===== src/rtl/uart_pkg.sv =====
// Shared definitions for the UART transmitter: FSM state encoding, frame
// constants and a helper that derives the bit period from clock and baud rate.
package uart_pkg;

    typedef enum logic [2:0] {
        ST_IDLE   = 3'd0,
        ST_START  = 3'd1,
        ST_DATA   = 3'd2,
        ST_PARITY = 3'd3,
        ST_STOP   = 3'd4
    } uart_state_e;

    localparam int   DATA_BITS  = 8;
    localparam logic IDLE_LEVEL = 1'b1;

    // Rounded clk cycles per bit, e.g. calc_clks_per_bit(100_000_000, 115_200) = 868.
    function automatic int calc_clks_per_bit(input int clk_hz, input int baud);
        return (clk_hz + (baud / 2)) / baud;
    endfunction

endpackage


===== src/rtl/uart_baud_tick.sv =====
// Bit-period timer for the UART transmitter. Counts 0..CLKS_PER_BIT-1 while
// enabled and flags the last cycle of each bit period on bit_end.
module uart_baud_tick #(
    parameter int CLKS_PER_BIT = 868
) (
    input  logic clk,
    input  logic rst,
    input  logic clr,
    input  logic en,
    output logic bit_end
);

    localparam logic [15:0] LAST_CNT = 16'(CLKS_PER_BIT - 1);

    logic [15:0] cnt_q;
    logic [15:0] cnt_d;

    assign bit_end = en && (cnt_q == LAST_CNT);

    // Next count: wrap at the end of each bit, restart on a new frame.
    always_comb begin
        cnt_d = cnt_q;
        if (clr || bit_end) begin
            cnt_d = '0;
        end else if (en) begin
            cnt_d = cnt_q + 16'd1;
        end
    end

    // Counter register with synchronous reset.
    always_ff @(posedge clk) begin
        if (rst) begin
            cnt_q <= '0;
        end else begin
            cnt_q <= cnt_d;
        end
    end

endmodule


===== src/rtl/uart_tx.sv =====
// 8N1/8N2 UART transmitter with ready/valid byte input, LSB-first serial
// output on txd and a one-cycle done_tx pulse at the end of each frame.
// Optional even parity bit after the data bits: define UART_TX_PARITY_EN.
//
// state   | meaning
// --------+-------------------------------------------------------
// IDLE    | line high, rdy_tx=1, waiting for vld_tx
// START   | start bit (txd=0) for one bit period
// DATA    | eight data bits, LSB first, shift register moves right
// PARITY  | even parity of the latched byte (only with parity build)
// STOP    | STOP_BITS bit periods of txd=1, then back to IDLE
module uart_tx
    import uart_pkg::*;
#(
    parameter int CLKS_PER_BIT = 868,
    parameter int STOP_BITS    = 1
) (
    input  logic       clk,
    input  logic       rst,
    input  logic [7:0] d_tx,
    input  logic       vld_tx,
    output logic       rdy_tx,
    output logic       txd,
    output logic       done_tx
);

    localparam logic [2:0] LAST_DATA_BIT = 3'(DATA_BITS - 1);
    localparam logic [2:0] LAST_STOP_BIT = 3'(STOP_BITS - 1);

    uart_state_e state_q, state_d;
    logic        txd_q, txd_d;
    logic        rdy_q, rdy_d;
    logic        done_q, done_d;
    logic [7:0]  shift_q, shift_d;
    logic [2:0]  bit_cnt_q, bit_cnt_d;
`ifdef UART_TX_PARITY_EN
    logic        par_q, par_d;
`endif

    logic accept;
    logic bit_end;

    assign accept  = rdy_q && vld_tx;
    assign rdy_tx  = rdy_q;
    assign txd     = txd_q;
    assign done_tx = done_q;

    uart_baud_tick #(
        .CLKS_PER_BIT(CLKS_PER_BIT)
    ) u_baud (
        .clk    (clk),
        .rst    (rst),
        .clr    (accept),
        .en     (state_q != ST_IDLE),
        .bit_end(bit_end)
    );

    // Next-state and next-output logic; every output is taken from a flop.
    always_comb begin
        state_d   = state_q;
        txd_d     = txd_q;
        rdy_d     = rdy_q;
        done_d    = 1'b0;
        shift_d   = shift_q;
        bit_cnt_d = bit_cnt_q;
`ifdef UART_TX_PARITY_EN
        par_d     = par_q;
`endif
        case (state_q)
            ST_IDLE: begin
                if (accept) begin
                    state_d   = ST_START;
                    txd_d     = 1'b0;
                    rdy_d     = 1'b0;
                    shift_d   = d_tx;
                    bit_cnt_d = '0;
`ifdef UART_TX_PARITY_EN
                    par_d     = ^d_tx;
`endif
                end
            end
            ST_START: begin
                if (bit_end) begin
                    state_d   = ST_DATA;
                    txd_d     = shift_q[0];
                    bit_cnt_d = '0;
                end
            end
            ST_DATA: begin
                if (bit_end) begin
                    shift_d = {1'b0, shift_q[7:1]};
                    if (bit_cnt_q == LAST_DATA_BIT) begin
                        bit_cnt_d = '0;
`ifdef UART_TX_PARITY_EN
                        state_d   = ST_PARITY;
                        txd_d     = par_q;
`else
                        state_d   = ST_STOP;
                        txd_d     = IDLE_LEVEL;
`endif
                    end else begin
                        bit_cnt_d = bit_cnt_q + 3'd1;
                        txd_d     = shift_q[1];
                    end
                end
            end
`ifdef UART_TX_PARITY_EN
            ST_PARITY: begin
                if (bit_end) begin
                    state_d   = ST_STOP;
                    txd_d     = IDLE_LEVEL;
                    bit_cnt_d = '0;
                end
            end
`endif
            ST_STOP: begin
                if (bit_end) begin
                    if (bit_cnt_q == LAST_STOP_BIT) begin
                        state_d   = ST_IDLE;
                        rdy_d     = 1'b1;
                        done_d    = 1'b1;
                        bit_cnt_d = '0;
                    end else begin
                        bit_cnt_d = bit_cnt_q + 3'd1;
                    end
                end
            end
            default: begin
                state_d   = ST_IDLE;
                txd_d     = IDLE_LEVEL;
                rdy_d     = 1'b1;
                bit_cnt_d = '0;
            end
        endcase
    end

    // FSM, shift register, bit counter and output registers.
    always_ff @(posedge clk) begin
        if (rst) begin
            state_q   <= ST_IDLE;
            txd_q     <= IDLE_LEVEL;
            rdy_q     <= 1'b1;
            done_q    <= 1'b0;
            shift_q   <= '0;
            bit_cnt_q <= '0;
`ifdef UART_TX_PARITY_EN
            par_q     <= 1'b0;
`endif
        end else begin
            state_q   <= state_d;
            txd_q     <= txd_d;
            rdy_q     <= rdy_d;
            done_q    <= done_d;
            shift_q   <= shift_d;
            bit_cnt_q <= bit_cnt_d;
`ifdef UART_TX_PARITY_EN
            par_q     <= par_d;
`endif
        end
    end

endmodule

===== config.mk =====
export PLATFORM = sky130hd
export DESIGN_NAME = uart_tx
export DESIGN_NICKNAME = d
export VERILOG_FILES = /design/src/rtl/uart_pkg.sv /design/src/rtl/uart_baud_tick.sv /design/src/rtl/uart_tx.sv
export SDC_FILE = /design/constraint.sdc
export NUM_CORES = 1
export LEC_CHECK = 0
export BUFFER_PORTS_ARGS = -buffer_cell sky130_fd_sc_hd__buf_2
export CAP_MARGIN = 20
export CORE_MARGIN = 2
export CORE_UTILIZATION = 45
export CTS_CLUSTER_DIAMETER = 30
export DETAILED_ROUTE_END_ITERATION = 10
export PLACE_DENSITY_LB_ADDON = 0.08
export SLEW_MARGIN = 20
export SYNTH_ARGS = -nofsm -noshare
export SYNTH_HDL_FRONTEND = slang
export SYNTH_SLANG_ARGS = --single-unit

===== constraint.sdc =====
create_clock -name clk -period 3.7 [get_ports clk]
set_input_delay 0.555 -clock clk [delete_from_list [all_inputs] [get_ports clk]]
set_output_delay 0.555 -clock clk [all_outputs]
set_load 0.01 [all_outputs]

Word level (Yosys, flattened, before mapping)
Index checks and enable logic that the tools add are counted.
{"block": "totals", "ff_bits": 33, "output_inout_bits": 3, "in_bits": 11, "word_cells": 64}
{"block": "op_classes", "n_addsub": 2, "n_bitwise": 3, "n_reduce_logical": 15, "mux": 26, "eq_ne": 11}
{"operator": "$mux 3", "n": 12}
{"operator": "$pmux 3 s4", "n": 2}
{"operator": "$add 16x1->16 const B", "n": 1}
{"operator": "$eq 16x10->1 const B", "n": 1}
{"operator": "$mux 8", "n": 2}
{"operator": "$pmux 8 s2", "n": 1}
{"operator": "$reduce_and 4->1", "n": 3}
{"operator": "$ne 2x1->1 const B", "n": 4}
{"operator": "$mux 1", "n": 7}
{"operator": "$eq 3x3->1 const B", "n": 2}
{"operator": "$logic_not 3->1", "n": 2}
{"operator": "$reduce_and 6->1", "n": 1}
{"operator": "$ne 2x2->1 const B", "n": 2}
{"operator": "$pmux 1 s4", "n": 1}
{"operator": "$reduce_or 2->1", "n": 2}
{"operator": "$add 3x1->3 const B", "n": 1}
{"operator": "$eq 3x1->1 const B", "n": 1}
{"operator": "$eq 3x2->1 const B", "n": 1}
{"operator": "$not 1->1", "n": 3}
{"operator": "$pmux 1 s3", "n": 1}
{"operator": "$reduce_and 3->1", "n": 1}
{"operator": "$reduce_bool 3->1", "n": 1}
{"operator": "$reduce_or 3->1", "n": 1}
{"operator": "$logic_and 1x1->1", "n": 2}
{"operator": "2 further kinds", "n": 2}

Longest topological paths before layout
Gate-level depths: netlist of the first run.
{"block": "logic_depth", "word_depth": 4, "depth_mapped": 8, "depth_no_buf": 7}

Cells and area by module
Synthesis of the first run repeated with hierarchy kept, for this count alone.
{"block": "unflattened", "cells_unflattened": 196, "area_unflattened_um2": 1696.6}
{"mod": "uart_tx", "cells_per_inst": 110, "area_per_inst_um2": 932.1, "n_inst": 1}
{"mod": "uart_baud_tick", "cells_per_inst": 86, "area_per_inst_um2": 764.5, "n_inst": 1}

Least setup slack after synthesis of the first run
OpenSTA, ideal clock, no wires.
{"block": "synth_path", "kind": "register to register", "startpoint": "reg u_baud.cnt_q[12]", "endpoint": "reg shift_q[3]", "t_arrival_ns": 2.120, "path_slack_ns": 1.501, "path_buffers": 1, "period_less_slack_ns": 2.199, "stages_incl_launch_ff": 7, "cell_sequence": "dfxtp_1 > or4_1 > or4_4 > o31ai_4 > buf_6 > nor2_2 > a211oi_2"}
{"block": "synth_via", "elab_chain_cells": 4}
{"element": "from (decl)", "line_no": "uart_baud_tick.sv:15", "text": "logic [15:0] cnt_q;"}
{"element": "from (signal assigned)", "line_no": "uart_baud_tick.sv:35", "text": "cnt_q <= cnt_d;"}
{"element": "$eq 16x10->1", "line_no": "uart_baud_tick.sv:18", "text": "assign bit_end = en && (cnt_q == LAST_CNT);"}
{"element": "$logic_and 1x1->1", "line_no": "uart_baud_tick.sv:18"}
{"element": "$ne 2x1->1 (no source line)"}
{"element": "$reduce_and 3->1 (no source line)"}
{"element": "to (signal assigned)", "line_no": "uart_tx.sv:154", "text": "shift_q <= shift_d;"}
{"element": "to (decl)", "line_no": "uart_tx.sv:34", "text": "logic [7:0] shift_q, shift_d;"}
Every way passes these cells.
A chain may end at the register's enable or synchronous reset.

Worst setup path after layout of the first run
{"block": "layout_path", "startpoint": "reg u_baud.cnt_q[12]", "endpoint": "reg shift_q[7]"}
The elaborated chain is that of the path after synthesis.

==> impl_metrics.env, run 1 <==
export IMPL_fin_worst_skew_ps=4.14
export IMPL_cts_num_sinks=33
export IMPL_drt_wl_total_mm=3.19
export IMPL_worstPathRequired_ps=3860
export IMPL_dpl_cell_area_um2=1740
export IMPL_grt_ovfl_total=0
export IMPL_numPortBuffers=13
export IMPL_layout_nets=216
export IMPL_drive_gt1_frac=0.168
export IMPL_grt_util_met2=0.270
export IMPL_cp_max_fo=15
export IMPL_setup_viol=0
export IMPL_ys_types=42
export IMPL_avgSynthCellArea_um2=8.86
export IMPL_synth_top_family_by_area="simple AND/OR/NAND/NOR gates"
export IMPL_grtUsageTotal=0.170
export IMPL_seq_area_frac_synth=0.391
export IMPL_finalCoreUtilization=0.506
export IMPL_synth_edf_count=0
export IMPL_preCtsSetupSlack_ps=1180
export IMPL_met3_usage=0.0428
export IMPL_dpl_hpwl_mm=2.26
export IMPL_worstPathArrival_ps=2700
export IMPL_yosys_warnings=0
export IMPL_antenna_found_initial=0
export IMPL_drtPass1Iterations=6
export IMPL_drc=0
export IMPL_powerDensity_nw_per_um2=401
export IMPL_synth_compound_area_share=0.140
export IMPL_post_cts_setup_buffers=0
export IMPL_ctsResizeCount=0
export IMPL_wl_per_cell_um=12.8
export IMPL_hold_path_class="reg2reg"
export IMPL_irDropWorstVdd_uv=188
export IMPL_design_area_um2=1840
export IMPL_tritoncts="done"
export IMPL_setup_ws_ps=1160
export IMPL_synth_nets=206
export IMPL_power_leakage_nw=0.680
export IMPL_synth_most_common_cell="dfxtp_1"
export IMPL_cts_made_buffers=5
export IMPL_end_kind="flop"
export IMPL_top_usage_layer="met2"
export IMPL_synth_common_cells="dfxtp_1, nor2_1, xnor2_1"
export IMPL_syn_inst=191
export IMPL_cts_max_path_buffers=2
export IMPL_finalNonFillerCells=250
export IMPL_start_kind="flop"
export IMPL_min_period_ps=2540
export IMPL_dieArea_um2=4270
export IMPL_avgViaCountPerCell=5.26
export IMPL_outcome="complete, no violations"
export IMPL_ys_flop_type="dfxtp_1"
export IMPL_netlist_area_um2=1690
export IMPL_synth_top_cell_by_area="dfxtp_1"
export IMPL_die_width_um=65.3
export IMPL_power_total_mw=0.737
export IMPL_ios=14
export IMPL_clk_pin_slew_ps=70
export IMPL_crit_chain="or4_1, or4_4, o31ai_4, o22ai_1, nor2b_1"
export IMPL_min_period_over_period=0.687
export IMPL_die_h_um=65.3
export IMPL_finalSetupTns_ps=0
export IMPL_h_tree_depth=2
export IMPL_cpLargestDelayFamily="simple AND/OR/NAND/NOR gates"
export IMPL_antenna_cells=0
export IMPL_cts_root_buf="clkbuf_8"
export IMPL_clk_latency_ps=280
export IMPL_gp_congestion=0.757
export IMPL_start_util=0.466
export IMPL_synthSimpleGateAreaFrac=0.246
export IMPL_area_delta_synth_final_pct=8.58
export IMPL_synthMuxAreaShare=0.0414
export IMPL_rsz0062_at_grt="false"
export IMPL_holdBufCountCts=0
export IMPL_synth_area_top_cells="dfxtp_1, nor2_1, xnor2_1, mux2i_1, a21oi_1"
export IMPL_yosys_area_share_adder=0.0355
export IMPL_max_freq_mhz=393
export IMPL_max_stage_delay_ps=650
export IMPL_vias=1316
export IMPL_slew_viol_final=0
export IMPL_core_area_um2=3630
export IMPL_crit_buf_inv=0
export IMPL_grt_pass1_wl_mm=5.72
export IMPL_crit_type="reg2reg"
export IMPL_synth_async_sr_flop_share=0
export IMPL_grt_pass1_vias=1272
export IMPL_crit_path_top_delay_cell="o31ai_4"
export IMPL_grt_max_degree=21
export IMPL_finalHoldViolCount=0
export IMPL_synth_top_area_frac=0.391
export IMPL_ant_nets=0
export IMPL_cap_viol_max_count=0
export IMPL_relSlewSlack=0.528
export IMPL_drtIter0Drc=70
export IMPL_worstMarginPinSlew_ps=708
export IMPL_rows=22
export IMPL_ys_ff_latch=33
export IMPL_dp_cells=242
export IMPL_use_met1=0.227
export IMPL_hold_ws_ps=470
export IMPL_synth_xor_xnor_area_share=0.0828
[routing by layer]
layer  vias to the layer above  wire length (um)
met3                         5                94
met5                         -                 0
li1                        691                 -
met1                       607              1680
met2                        13              1370
met4                         0                41
[flip-flops by register name, indices dropped and copies added (netlist names)]
signal        cells
bit_cnt_q         3
done_tx           1
rdy_tx            1
shift_q           8
state_q           3
txd               1
u_baud.cnt_q     16
[kinds of logic (layout without fill, tap and decap cells)]
logic type	Yosys count	in the layout
mux	7	7
flops	33	33
simple gates	81	81
compound gates	32	32
fa+ha+maj	5	5
buf+inv	17	28
xor+xnor	16	16
[cell type report]
class,instances,area [um2]
repair buffers,13,65.1
well taps,48,60.1
fillers,382,1800
clock buffers,7,96.3
multi-input cells,141,923
flip-flops and latches,33,661
inverters,7,26.3
clock inverters,1,5.00
[worst paths after layout]
check,start,endpoint,slack [ps],depth (start not counted)
max reg2reg,u_baud.cnt_q[12],shift_q[7],1160,5
min,u_baud.cnt_q[1],u_baud.cnt_q[1],470,2
max,u_baud.cnt_q[12],shift_q[7],1160,5
min reg2reg,u_baud.cnt_q[1],u_baud.cnt_q[1],470,2
[cells in the final DEF (no fill, tap or decap), drive strengths merged, types with 4 or more instances in the layout]
cell	Yosys	layout
mux2i	7	7
o21ai	4	4
o31ai	4	4
nand3	8	8
dfxtp	33	33
nand2	11	11
nor2	31	31
xor2	4	4
nor3	10	10
clkbuf	7	7
ha	4	4
a211oi	8	8
inv	7	7
xnor2	12	12
buf	2	13
a21oi	10	10
[power by group]
group	switching, mW	internal (mW)
registers	0.0124	0.368
clock network	0.125	0.168
logic	0.0373	0.0260
total	0.175	0.562
[worst reg2reg max path, delay by kind of cell (launching register included)]
family           cells  cell delay [ps]
AND/OR/NAND/NOR      3             1300
AO/OA/AOI/OAI        2              790
flip-flops           1              330
Power figures use the tool's default switching activity.
==> run 2: changes to the inputs <==
Settings changed: ABC_AREA set to 1.
Clock period 3.7 ns to 2.5 ns, I/O delays scaled along.
==> run 2 against run 1 <==
Against the previous run: global-route usage increased by 0.95 points; clock power rose by 31%; final cell count rose by 31%; worst hold slack worse by 98 ps; routed wire length up 8.3%; clock skew is essentially flat; critical path type unchanged; largest power group is now combinational cells.
==> impl_metrics.env, run 2 <==
export IMPL_outcome="complete, no violations"
export IMPL_h_tree_depth=2
export IMPL_irDropWorstVdd_uv=734
export IMPL_use_met1=0.218
export IMPL_ys_types=30
export IMPL_dpl_hpwl_mm=2.51
export IMPL_met3_usage=0.0450
export IMPL_power_leakage_nw=0.845
export IMPL_synth_top_cell_by_area="dfxtp_1"
export IMPL_synthSimpleGateAreaFrac=0.415
export IMPL_relSlewSlack=0.720
export IMPL_slew_viol_final=0
export IMPL_r2r_start="state_q[2]"
export IMPL_ys_ff_latch=33
export IMPL_drtIter0Drc=81
export IMPL_preCtsSetupSlack_ps=878
export IMPL_finalNonFillerCells=328
export IMPL_synth_xor_xnor_area_share=0.00488
export IMPL_switching_share=0.434
export IMPL_ant_nets=0
export IMPL_setup_ws_ps=841
export IMPL_start_util=0.480
export IMPL_min_period_ps=1660
export IMPL_top_regs="u_baud.cnt_q (16), shift_q (8)"
export IMPL_netlist_area_um2=1800
export IMPL_cp_max_fo=13
export IMPL_numPortBuffers=13
export IMPL_vias=1589
export IMPL_synth_edf_count=0
export IMPL_dieArea_um2=4510
export IMPL_avgViaCountPerCell=4.84
export IMPL_ios=14
export IMPL_max_freq_mhz=603
export IMPL_min_period_over_period=0.663
export IMPL_clk_pin_slew_ps=70
export IMPL_drc=0
export IMPL_seq_area_frac_synth=0.368
export IMPL_final_cell_mix="nand2_1, dfxtp_1, nor2_1"
export IMPL_drtPass1Iterations=4
export IMPL_yosys_area_share_adder=0.0279
export IMPL_yosys_warnings=0
export IMPL_drive_gt1_frac=0.150
export IMPL_synth_async_sr_flop_share=0
export IMPL_cap_viol_max_count=0
export IMPL_grtUsageTotal=0.180
export IMPL_die_width_um=67.2
export IMPL_synth_nets=278
export IMPL_hold_ws_ps=372
export IMPL_min_delay_start="d_tx[7]"
export IMPL_top_usage_layer="met2"
export IMPL_worstPathArrival_ps=1840
export IMPL_start_kind="flop"
export IMPL_worstMarginPinSlew_ps=420
export IMPL_antenna_found_initial=0
export IMPL_clk_latency_ps=280
export IMPL_end_kind="flop"
export IMPL_final_common_cell="nand2_1"
export IMPL_r2r_end="bit_cnt_q[0]"
export IMPL_p_sw_mw=0.856
export IMPL_grt_ovfl_total=0
export IMPL_wl_per_cell_um=10.5
export IMPL_rows=22
export IMPL_gp_congestion=0.800
export IMPL_hold_end="shift_q[7]"
export IMPL_cts_root_buf="clkbuf_8"
export IMPL_grt_pass1_wl_mm=6.24
export IMPL_synth_common_cells="nand2_1, dfxtp_1, nor2_1"
export IMPL_synth_compound_area_share=0.101
export IMPL_core_area_um2=3740
export IMPL_antenna_cells=0
export IMPL_synth_most_common_cell="nand2_1"
export IMPL_power_share_clock=0.194
export IMPL_tritoncts="done"
export IMPL_synth_area_top_cells="dfxtp_1, nand2_1, nand3_1, nor2_1, inv_1"
export IMPL_finalSetupTns_ps=0
export IMPL_avgSynthCellArea_um2=6.83
export IMPL_rsz0062_at_grt="false"
export IMPL_dp_cells=320
export IMPL_combPwrFrac=0.448
export IMPL_largest_reg_flops=16
export IMPL_layout_nets=294
export IMPL_grt_max_degree=16
export IMPL_synth_top_area_frac=0.368
export IMPL_drt_wl_total_mm=3.45
export IMPL_fin_worst_skew_ps=3.74
export IMPL_ys_flop_type="dfxtp_1"
export IMPL_internal_power_mw=1.12
export IMPL_synthMuxAreaShare=0
export IMPL_area_delta_synth_final_pct=9.83
export IMPL_cts_num_sinks=33
export IMPL_holdBufCountCts=0
export IMPL_regMostFlops="u_baud.cnt_q"
export IMPL_powerDensity_nw_per_um2=1000
export IMPL_finalHoldViolCount=0
export IMPL_holdPathStages=3
export IMPL_hold_path_class="in2reg"
export IMPL_syn_inst=263
export IMPL_ctsResizeCount=0
export IMPL_reg2reg_depth=8
export IMPL_power_share_sequential=0.358
export IMPL_worstPathRequired_ps=2680
export IMPL_cts_max_path_buffers=2
export IMPL_post_cts_setup_buffers=0
export IMPL_cts_made_buffers=5
export IMPL_grt_util_met2=0.306
export IMPL_synth_top_family_by_area="simple AND/OR/NAND/NOR gates"
export IMPL_crit_type="reg2reg"
export IMPL_reg2reg_slack_ps=840
export IMPL_die_h_um=67.2
export IMPL_grt_pass1_vias=1484
export IMPL_setup_viol=0
==> run 2: cell type report <==
cell class / count / area [um2]
Clock buffer: 8 / 80.1
Fill cell: 394 / 1770
Inverter: 30 / 113
Multi-Input combinational cell: 195 / 986
Sequential cell: 33 / 661
Tap cell: 48 / 60.1
Timing Repair Buffer: 14 / 72.6
==> run 2: how the worst max path moves through the flow <==
stage / cells after the start / to / from / slack (ps)
after detailed placement: 8 / bit_cnt_q[0] / state_q[2] / 880
after floorplan: 9 / bit_cnt_q[1] / u_baud.cnt_q[0] / 1160
after CTS: 8 / bit_cnt_q[0] / state_q[2] / 860
final: 8 / bit_cnt_q[0] / state_q[2] / 840
after global placement: 8 / bit_cnt_q[0] / state_q[2] / 900
after global routing: 8 / bit_cnt_q[0] / state_q[2] / 640
==> run 2: cells by family (layout without fill, tap and decap cells) <==
group / count (synthesis) / in the layout
AOI/OAI and AO/OA: 32 / 32
adders and majority gates: 4 / 4
DFF: 33 / 33
buffers and inverters: 35 / 52
and+or+nand+nor: 158 / 158
xor gates and xnor gates: 1 / 1
==> run 2: critical path, stage by stage, from the launching register on <==
cell and delay [ps]:
dfxtp_1 400, inv_1 110, nand3_1 80, buf_4 190, nand2_1 120, o21ai_2 370
o21ai_0 170, inv_1 80, nor2_1 40
==> run 2: through the flow <==
stage | instance area (um2) | util | power (mW)
floorplan | 1800 | - | 1.49
global placement | 1890 | 0.505 | 1.60
detailed placement | 1890 | 0.505 | 1.60
CTS | 1970 | 0.527 | 1.99
global route | 1970 | 0.527 | 2.16
finish | 1970 | 0.527 | 1.97
==> run 2: routing by layer <==
layer  vias up  wire, um
met4         0        42
met2        23      1580
met5         -         0
met1       687      1700
li1        874         -
met3         5       124
==> run 2: power by group through the flow <==
stage | clock network (mW) | logic [mW] | registers [mW]
5_1_grt | 0.418 | 1.02 | 0.722
3_3_place_gp | 0 | 0.884 | 0.716
3_5_place_dp | 0 | 0.885 | 0.718
2_1_floorplan | 0 | 0.776 | 0.711
6_report | 0.384 | 0.884 | 0.707
4_1_cts | 0.395 | 0.885 | 0.707
